[config.mk]
export PLATFORM = sky130hd
export DESIGN_NAME = vga_timing_gen
export DESIGN_NICKNAME = d
export VERILOG_FILES = /design/src/rtl/vga_timing_pkg.sv /design/src/rtl/pixel_tick_gen.sv /design/src/rtl/vga_timing_gen.sv
export SDC_FILE = /design/constraint.sdc
export NUM_CORES = 1
export LEC_CHECK = 0
export CORE_ASPECT_RATIO = 0.9
export CORE_MARGIN = 2
export CORE_UTILIZATION = 54
export DETAILED_ROUTE_END_ITERATION = 12
export PLACE_DENSITY = 0.89
export SYNTH_ARGS = -nofsm -noshare
export SYNTH_HDL_FRONTEND = slang
export SYNTH_SLANG_ARGS = --single-unit
[constraint.sdc]
create_clock -name i_clk -period 2.5 [get_ports i_clk]
set_clock_uncertainty 0.2 [all_clocks]
set_input_delay 0.5 -clock i_clk [delete_from_list [all_inputs] [get_ports i_clk]]
set_output_delay 0.5 -clock i_clk [all_outputs]
set_load 0.02 [all_outputs]
[src/rtl/vga_timing_pkg.sv]
// Shared timing definitions for the VGA raster generator.
// Holds the default 640x480@60 timing constants, the derived line/frame totals,
// the coordinate type, the phase enumerations and a wrapping-increment helper.
package vga_timing_pkg;

  localparam int unsigned COORD_W = 10;
  typedef logic [COORD_W-1:0] coord_t;

  localparam int unsigned VGA_CLK_DIV  = 4;
  localparam int unsigned VGA_H_ACTIVE = 640;
  localparam int unsigned VGA_H_FP     = 16;
  localparam int unsigned VGA_H_SYNC   = 96;
  localparam int unsigned VGA_H_BP     = 48;
  localparam int unsigned VGA_V_ACTIVE = 480;
  localparam int unsigned VGA_V_FP     = 10;
  localparam int unsigned VGA_V_SYNC   = 2;
  localparam int unsigned VGA_V_BP     = 33;

  localparam int unsigned VGA_H_TOTAL = VGA_H_ACTIVE + VGA_H_FP + VGA_H_SYNC + VGA_H_BP;
  localparam int unsigned VGA_V_TOTAL = VGA_V_ACTIVE + VGA_V_FP + VGA_V_SYNC + VGA_V_BP;

  typedef enum logic [1:0] {H_ACT, H_FRONT, H_SYNCP, H_BACK} h_phase_t;
  typedef enum logic [1:0] {V_ACT, V_FRONT, V_SYNCP, V_BACK} v_phase_t;

  // Counter increment that wraps to zero after the last value.
  function automatic coord_t wrap_inc(input coord_t v, input coord_t last);
    return (v == last) ? '0 : v + coord_t'(1);
  endfunction

endpackage

[src/rtl/pixel_tick_gen.sv]
// Pixel-rate tick divider.
// Ports:
//   i_clk      system clock
//   i_reset_n  synchronous reset, active low
//   o_tick     combinational tick, high in the last clk of each CLK_DIV period
//   o_pclk_en  registered tick, high in the clk after o_tick
module pixel_tick_gen
  import vga_timing_pkg::*;
#(
  parameter int unsigned CLK_DIV = VGA_CLK_DIV
) (
  input  logic i_clk,
  input  logic i_reset_n,
  output logic o_tick,
  output logic o_pclk_en
);

  localparam int unsigned DW = (CLK_DIV > 1) ? $clog2(CLK_DIV) : 1;
  localparam logic [DW-1:0] LP_DIV_LAST = DW'(CLK_DIV - 1);

  logic [DW-1:0] r_div_cnt;
  logic          r_pclk_en;
  logic          w_tick;

  assign w_tick    = (r_div_cnt == LP_DIV_LAST);
  assign o_tick    = w_tick;
  assign o_pclk_en = r_pclk_en;

  always_ff @(posedge i_clk) begin
    if (!i_reset_n) begin
      r_div_cnt <= '0;
      r_pclk_en <= 1'b0;
    end else begin
      r_div_cnt <= w_tick ? '0 : r_div_cnt + 1'b1;
      r_pclk_en <= w_tick;
    end
  end

endmodule

[src/rtl/vga_timing_gen.sv]
// VGA raster timing generator.
// Ports:
//   i_clk, i_reset_n  system clock, synchronous active-low reset
//   o_pclk_en         one-clk pixel tick, aligned with each coordinate update
//   o_x_pixel         horizontal counter 0..H_TOTAL-1
//   o_y_pixel         vertical counter 0..V_TOTAL-1
//   o_h_sync          horizontal sync, active low
//   o_v_sync          vertical sync, active low
//   o_de              data enable, high inside the visible area
//   o_line_start      one-clk pulse when x moves to 0
//   o_frame_start     one-clk pulse when (x,y) moves to (0,0)
module vga_timing_gen
  import vga_timing_pkg::*;
#(
  parameter int unsigned CLK_DIV  = VGA_CLK_DIV,
  parameter int unsigned H_ACTIVE = VGA_H_ACTIVE,
  parameter int unsigned H_FP     = VGA_H_FP,
  parameter int unsigned H_SYNC   = VGA_H_SYNC,
  parameter int unsigned H_BP     = VGA_H_BP,
  parameter int unsigned V_ACTIVE = VGA_V_ACTIVE,
  parameter int unsigned V_FP     = VGA_V_FP,
  parameter int unsigned V_SYNC   = VGA_V_SYNC,
  parameter int unsigned V_BP     = VGA_V_BP
) (
  input  logic         i_clk,
  input  logic         i_reset_n,
  output logic         o_pclk_en,
  output logic [9:0]   o_x_pixel,
  output logic [9:0]   o_y_pixel,
  output logic         o_h_sync,
  output logic         o_v_sync,
  output logic         o_de,
  output logic         o_line_start,
  output logic         o_frame_start
);

  localparam int unsigned LP_H_TOTAL = H_ACTIVE + H_FP + H_SYNC + H_BP;
  localparam int unsigned LP_V_TOTAL = V_ACTIVE + V_FP + V_SYNC + V_BP;

  // First coordinate of each phase, plus the last coordinate of the line/frame.
  localparam coord_t LP_X_FP   = coord_t'(H_ACTIVE);
  localparam coord_t LP_X_SYNC = coord_t'(H_ACTIVE + H_FP);
  localparam coord_t LP_X_BP   = coord_t'(H_ACTIVE + H_FP + H_SYNC);
  localparam coord_t LP_X_LAST = coord_t'(LP_H_TOTAL - 1);
  localparam coord_t LP_Y_FP   = coord_t'(V_ACTIVE);
  localparam coord_t LP_Y_SYNC = coord_t'(V_ACTIVE + V_FP);
  localparam coord_t LP_Y_BP   = coord_t'(V_ACTIVE + V_FP + V_SYNC);
  localparam coord_t LP_Y_LAST = coord_t'(LP_V_TOTAL - 1);

  logic     w_tick;
  logic     w_pclk_en;
  logic     w_h_wrap;
  logic     w_v_wrap;
  coord_t   w_x_next;
  coord_t   w_y_next;
  h_phase_t r_h_phase, w_h_phase_d;
  v_phase_t r_v_phase, w_v_phase_d;
  coord_t   r_x;
  coord_t   r_y;
  logic     r_h_sync;
  logic     r_v_sync;
  logic     r_de;
  logic     r_line_start;
  logic     r_frame_start;

  pixel_tick_gen #(
    .CLK_DIV (CLK_DIV)
  ) u_pixel_tick_gen (
    .i_clk     (i_clk),
    .i_reset_n (i_reset_n),
    .o_tick    (w_tick),
    .o_pclk_en (w_pclk_en)
  );

  always_comb begin
    w_h_wrap = (r_x == LP_X_LAST);
    w_v_wrap = (r_y == LP_Y_LAST);
    w_x_next = wrap_inc(r_x, LP_X_LAST);
    w_y_next = wrap_inc(r_y, LP_Y_LAST);
  end

  // Phase transitions are decided on the coordinate about to be loaded, so the
  // registered decode below lines up with the counters on the same edge.
  always_comb begin
    w_h_phase_d = r_h_phase;
    if (w_tick) begin
      case (r_h_phase)
        H_ACT:   if (w_x_next == LP_X_FP)   w_h_phase_d = H_FRONT;
        H_FRONT: if (w_x_next == LP_X_SYNC) w_h_phase_d = H_SYNCP;
        H_SYNCP: if (w_x_next == LP_X_BP)   w_h_phase_d = H_BACK;
        H_BACK:  if (w_h_wrap)              w_h_phase_d = H_ACT;
        default:                            w_h_phase_d = H_BACK;
      endcase
    end
  end

  always_comb begin
    w_v_phase_d = r_v_phase;
    if (w_tick && w_h_wrap) begin
      case (r_v_phase)
        V_ACT:   if (w_y_next == LP_Y_FP)   w_v_phase_d = V_FRONT;
        V_FRONT: if (w_y_next == LP_Y_SYNC) w_v_phase_d = V_SYNCP;
        V_SYNCP: if (w_y_next == LP_Y_BP)   w_v_phase_d = V_BACK;
        V_BACK:  if (w_v_wrap)              w_v_phase_d = V_ACT;
        default:                            w_v_phase_d = V_BACK;
      endcase
    end
  end

  always_ff @(posedge i_clk) begin
    if (!i_reset_n) begin
      r_h_phase <= H_BACK;
      r_v_phase <= V_BACK;
    end else begin
      r_h_phase <= w_h_phase_d;
      r_v_phase <= w_v_phase_d;
    end
  end

  always_ff @(posedge i_clk) begin
    if (!i_reset_n) begin
      r_x           <= LP_X_LAST;
      r_y           <= LP_Y_LAST;
      r_h_sync      <= 1'b1;
      r_v_sync      <= 1'b1;
      r_de          <= 1'b0;
      r_line_start  <= 1'b0;
      r_frame_start <= 1'b0;
    end else begin
      if (w_tick) begin
        r_x <= w_x_next;
        if (w_h_wrap) begin
          r_y <= w_y_next;
        end
      end
      // Phase next-state only moves on a tick, so these hold between ticks.
      r_h_sync      <= (w_h_phase_d != H_SYNCP);
      r_v_sync      <= (w_v_phase_d != V_SYNCP);
      r_de          <= (w_h_phase_d == H_ACT) && (w_v_phase_d == V_ACT);
      r_line_start  <= w_tick && w_h_wrap;
      r_frame_start <= w_tick && w_h_wrap && w_v_wrap;
    end
  end

  assign o_pclk_en     = w_pclk_en;
  assign o_x_pixel     = r_x;
  assign o_y_pixel     = r_y;
  assign o_h_sync      = r_h_sync;
  assign o_v_sync      = r_v_sync;
  assign o_de          = r_de;
  assign o_line_start  = r_line_start;
  assign o_frame_start = r_frame_start;

endmodule

==> out/results.ini, run 1 <==
[critical_path]
crit_type = reg2reg
critical_path.startpoint = o_y_pixel[6]
worst-path-buf-inv = 0
r2r_setup_slack_ps = 110
cp-end-kind = flop
cp_data_required_time_ps = 2500
critPathMaxFanout = 8
cp.depth = 6
endpoint = o_de
r2r-end = o_de
path_cells = or3_4 > nor4_4 > o21ai_1 > a31o_1 > a211o_1 > a211oi_2
r2r-start = o_y_pixel[6]
cp_top_family = compound AO/OA/AOI/OAI gates
slowest_stage = or3_4
max_stage_delay_ps = 430
arrival_ps = 2390
start_kind = flop
reg2regPathDepth = 6

[logic_synthesis]
yosysTopAreaCellShare_pct = 32.4
synth_edf_count = 0
synthesis.area_mm2 = 0.00197
synthTopCellsByArea = dfxtp_1, xnor2_1, a21oi_1, and3_1, ha_1
synth_cell_types = 59
synthesis.instances = 231
yosysWarnings = 0
synth_nets = 238
synthMostInstantiatedCell = dfxtp_1
synth-main-ff-cell = dfxtp_1
syn_avg_cell_area_um2 = 8.55
synth_seq_area_share_pct = 32.4
synth_top_cell_by_area = dfxtp_1
ys_ff_latch = 32
synthArstFlopShare_pct = 0
ys_top_cells_by_count = dfxtp_1, a21oi_1, nand2_1, nor2_1, nand3_1

[power_and_ir_drop]
peakVddDrop_uv = 387
p_leak_uw = 0.000952
p_per_area_mw_per_mm2 = 534

[grt]
grt_pass1_vias = 1689
grt_use_total_pct = 26.5
overflow = 0
grt_pass1_wl_mm = 8.02
antenna_found_initial = 0
grt_max_degree = 16

[finish]
fillers = 250
area_delta_synth_final_pct = 26.4
finish.instance_area_mm2 = 0.00250
multiInputGateArea_mm2 = 0.00126
ff_latch_area_um2 = 644
drive_gt1_share_pct = 16.9
layout.cells.non_filler = 316
finalNetCount = 278
antenna_cells = 0

[drt]
drt-initial-drc-count = 157
drc_errors = 0
vias = 1960
drt_wl_total_mm = 5.08
first_pass_iters = 7
wire_per_inst_um = 16.1
routed_via_density = 6.20
ant_nets = 0

[die]
die_h_um = 61.4
core.rowCount = 20
die-area_mm2 = 0.00416
coreArea_mm2 = 0.00343
die_w_um = 67.7
initial_core_util_pct = 57.6
ios = 28

[timing]
worst_slew_pin_slew_ps = 446
finalHoldViolCount = 0
slew_viol_final = 0
fin_crit_ps = 2390
setup_viol_count_final = 0
setup_tns_ps = 0
maxSlewHeadroom_pct = 70.2
fmax_mhz = 419
grt_setup_unrepaired = false
min_period_over_period_pct = 95.5

[place]
hpwl_mm = 3.73
dp.cells = 306
placed_cell_area_mm2 = 0.00235
gp_congestion = 1.02
portBuffers = 27

[clocking]
cts_root_buf = clkbuf_8
clockBufferDepth = 2
cts_tree = done
htreeDepth = 2
clkSlewWorstSetupHoldPaths_ps = 60
clock-sinks = 32
cts_hold_buffers = 0
numCtsBuffers = 5
clock_latency_ps = 280

[run_status]
status = complete, no violations

[min_path]
hold_start = u_pixel_tick_gen.r_div_cnt[0]
hold_class = reg2reg

[run]
maxCapViolCount = 0

## where the power goes
part	total (µW)	internal [µW]	switching, µW
combinational	355	151	204
sequential	568	537	31.6
clock	409	224	185
total	1330	912	421
## through the flow
stage / hold WS (ps) / utilization, % / worst slack (ps) / total power, µW
2_1_floorplan: 204 / - / 27.6 / 810
3_3_place_gp: 229 / 68.7 / 174 / 904
3_5_place_dp: 226 / 68.7 / 108 / 917
4_1_cts: 235 / 71.3 / 92.9 / 1320
5_1_grt: 253 / 72.8 / 2.99 / 1400
6_report: 231 / 72.8 / 113 / 1330
## kinds of logic after synthesis
group                    after synthesis  synth area share, %
flip-flops                            32                 32.4
AND/OR/NAND/NOR                       96                 30.2
XOR/XNOR                              11                 4.88
buffers and inverters                 22                 5.58
multiplexers                           2                 1.01
adder cells (fa/ha/maj)                5                 3.17
AO/OA/AOI/OAI                         63                 22.7
## area by class of cell
cell class	count	share of cell area [%]
clock buffers	8	3.61
inverters	8	1.20
multi-input cells	177	50.3
flip-flops and latches	32	25.8
well taps	44	2.21
repair buffers	47	16.8
## worst reg2reg max path: stages (launching register included)
cell and delay [ps]:
dfxtp_1 380, or3_4 430, nor4_4 390, o21ai_1 130
a31o_1 220, a211o_1 320, a211oi_2 230
## metal layers
layer	routed length, µm	track usage [%]	up-vias
met5	0	0	-
met4	49	7.87	0
met3	388	7.86	8
met2	2330	39.8	92
met1	2320	36.8	921
li1	-	-	939
## placed cells by master (no fill, tap or decap), types with 2 or more instances in the layout
cell type	instances
dfxtp_1	29
and2_1	4
nand3_1	12
o211ai_1	2
nand4_1	8
nand2b_1	5
a31oi_1	7
clkbuf_8	6
nor2_1	14
and3b_1	3
a211o_1	3
xnor2_1	10
mux2i_1	2
o21ai_0	11
clkbuf_1	2
and3_1	10
a211oi_2	2
dfxtp_2	3
inv_1	8
nor2b_1	4
nand2_1	14
buf_4	20
or3_1	2
o22ai_1	2
ha_1	4
a41oi_1	2
o31ai_2	2
o21ai_1	2
a21oi_1	15
nor3b_1	2
and4_1	2
o311ai_0	2
clkdlybuf4s50_1	27
nor3_1	3
## repair_timing
item | CTS | global route
setup endpoints to repair | 0 | 3
buffers inserted | 0 | 2
gates resized for setup | 0 | 9
## registers in the layout (all words and copies together), names as in the netlist
| register | cells |
|---|---|
| r_h_phase | 2 |
| r_v_phase | 2 |
| o_frame_start | 1 |
| o_de | 1 |
| u_pixel_tick_gen.r_div_cnt | 2 |
| o_h_sync | 1 |
| o_x_pixel | 10 |
| o_v_sync | 1 |
| u_pixel_tick_gen.o_pclk_en | 1 |
| o_y_pixel | 10 |
| o_line_start | 1 |
## worst min path at each step
stage | to | slack, ps | cells past startpoint
2_1_floorplan | u_pixel_tick_gen.r_div_cnt[0] | 200 | 1
3_3_place_gp | u_pixel_tick_gen.r_div_cnt[0] | 230 | 1
3_5_place_dp | u_pixel_tick_gen.r_div_cnt[0] | 230 | 1
4_1_cts | u_pixel_tick_gen.r_div_cnt[0] | 240 | 1
5_1_grt | u_pixel_tick_gen.r_div_cnt[0] | 250 | 1
6_report | u_pixel_tick_gen.r_div_cnt[0] | 230 | 1
Power figures use the tool's default switching activity.
==> inputs of run 2 (changes only) <==
GPL_ROUTABILITY_DRIVEN = 0   (was not set)
==> run 2 against run 1 <==
Effect of this change:
- register-to-register slack improved by 20 ps
- die area unchanged
- highest routed layer unchanged
- worst hold slack better by 2.3 ps
- routed wire length grew 2.6%
- utilization fell by 0.88 points
- critical path depth did not move
- non-clock buffer count decreased by 3
- maximum frequency up 0.69%
- largest power group unchanged
- clock power about the same
==> out/results.ini, run 2 (synthesis results as in run 1) <==
[min_path]
hold_start = u_pixel_tick_gen.r_div_cnt[0]
hold_class = reg2reg
hold_depth = 1  ; unchanged
hold_path_end = u_pixel_tick_gen.r_div_cnt[0]

[finish]
finalNetCount = 275  ; -1.1%
final_common_cell = dfxtp_1
fillers = 250  ; unchanged
antenna_cells = 0  ; unchanged
multiInputGateArea_mm2 = 0.00125  ; -0.40%
layout.cells.non_filler = 313  ; -0.95%
ff_latch_area_um2 = 642  ; -0.39%
final_cell_mix = dfxtp_1, clkdlybuf4s50_1, buf_4
drive_gt1_share_pct = 15.6  ; -1.3 points
area_delta_synth_final_pct = 24.9

[run]
maxCapViolCount = 0  ; unchanged

[drt]
ant_nets = 0  ; unchanged
wire_per_inst_um = 16.7  ; +3.6%
drt_wl_total_mm = 5.22  ; +2.6%
drt-initial-drc-count = 216  ; +38%
vias = 2002  ; +2.1%
first_pass_iters = 5  ; -2
routed_via_density = 6.40  ; +3.1%
drc_errors = 0  ; unchanged

[critical_path]
r2r_setup_slack_ps = 130  ; +20 ps
critPathMaxFanout = 8  ; unchanged
crit_type = reg2reg
r2r-start = o_y_pixel[6]
start_kind = flop
arrival_ps = 2380  ; about the same
cp-end-kind = flop
r2r-end = o_de
cp_data_required_time_ps = 2510  ; about the same
reg2regPathDepth = 6  ; unchanged

[clocking]
cts_root_buf = clkbuf_8
clock-sinks = 32  ; unchanged
clock_latency_ps = 290  ; about the same
numCtsBuffers = 5  ; unchanged
cts_tree = done
clkSlewWorstSetupHoldPaths_ps = 60  ; about the same
clockBufferDepth = 2  ; unchanged
htreeDepth = 2  ; unchanged

[die]
die_h_um = 61.4  ; unchanged
initial_core_util_pct = 57.6  ; unchanged
ios = 28  ; unchanged
die-area_mm2 = 0.00416  ; unchanged
die_w_um = 67.7  ; unchanged
core.rowCount = 20  ; unchanged
coreArea_mm2 = 0.00343  ; unchanged

[timing]
setup_viol_count_final = 0  ; unchanged
fmax_mhz = 422  ; +0.69%
slew_viol_final = 0  ; unchanged
finalHoldViolCount = 0  ; unchanged
min_period_over_period_pct = 94.8  ; -0.65 points
setup_slack_ps = 129  ; +16.3 ps
setup_tns_ps = 0  ; unchanged
grt_setup_unrepaired = false
worst_slew_pin_slew_ps = 499  ; +53.2 ps
maxSlewHeadroom_pct = 66.7  ; -3.6 points
fin_crit_ps = 2370  ; -16.3 ps

[power_and_ir_drop]
peakVddDrop_uv = 461  ; +19%
p_leak_uw = 0.000923  ; -3.0%
p_per_area_mw_per_mm2 = 538  ; +0.78%

[grt]
grt_use_total_pct = 27.3  ; +0.88 points
grt_pass1_wl_mm = 8.36  ; +4.2%
grt_pass1_vias = 1760  ; +4.2%
overflow = 0  ; unchanged
grt_max_degree = 16  ; unchanged
antenna_found_initial = 0  ; unchanged

[place]
dpl_worst_slack_ps = 130  ; +22.1 ps
hpwl_mm = 3.63  ; -2.4%
dp.cells = 305  ; -0.33%
portBuffers = 27  ; unchanged

[run_status]
status = complete, no violations

run 2: changes by cell type in the layout (fill, tap and decap cells not counted), sizes merged:
cell	before	now
buf	20	17
run 2: layout make-up:
type	instances	area share, %
Timing Repair Buffer	44	16.1
Clock buffer	8	3.65
Inverter	8	1.22
Sequential cell	32	26.0
Tap cell	44	2.23
Multi-Input combinational cell	177	50.7
run 2: worst max path at each step:
stage                     depth (start not counted)           end  slack, ps         start
after CTS                                         6  r_h_phase[1]         40  o_x_pixel[2]
after floorplan                                   8      o_h_sync         30  o_x_pixel[0]
after global placement                            6      o_h_sync        180  o_x_pixel[2]
after global routing                              6          o_de        0.2  o_y_pixel[6]
after detailed placement                          6  r_h_phase[1]        130  o_x_pixel[2]
final                                             6          o_de        130  o_y_pixel[6]
run 2: stage by stage:
step	util, %	hold slack (ps)	power, µW	instance area [µm²]
finish	71.9	233	1330	2470
global placement	68.5	220	899	2350
detailed placement	68.5	224	912	2350
CTS	71.1	233	1320	2440
global route	71.9	253	1390	2470
floorplan	-	204	810	1970
run 2: report_power, final:
part           internal, µW  switching [µW]  total [µW]
Sequential              536            34.4         571
Combinational           146             202         348
Clock                   224             184         408
run 2: critical path: stages, from the launching register on:
cell	delay [ps]
dfxtp_1	380
or3_4	430
nor4_4	390
o21ai_1	150
a31o_1	220
a211o_1	310
a211oi_2	220
run 2: what timing repair did:
item,in CTS,in global routing
hold buffers,0,0
buffers inserted,0,0
endpoints found under the setup margin,0,5
gates resized for setup,0,7
run 2: layer usage:
| metal | track usage (%) | vias to the layer above | wire (µm) |
|---|---|---|---|
| li1 | - | 930 | - |
| met1 | 38.4 | 941 | 2260 |
| met2 | 39.1 | 116 | 2360 |
| met3 | 6.22 | 15 | 477 |
| met4 | 14.6 | 0 | 124 |
| met5 | 0 | - | 0 |
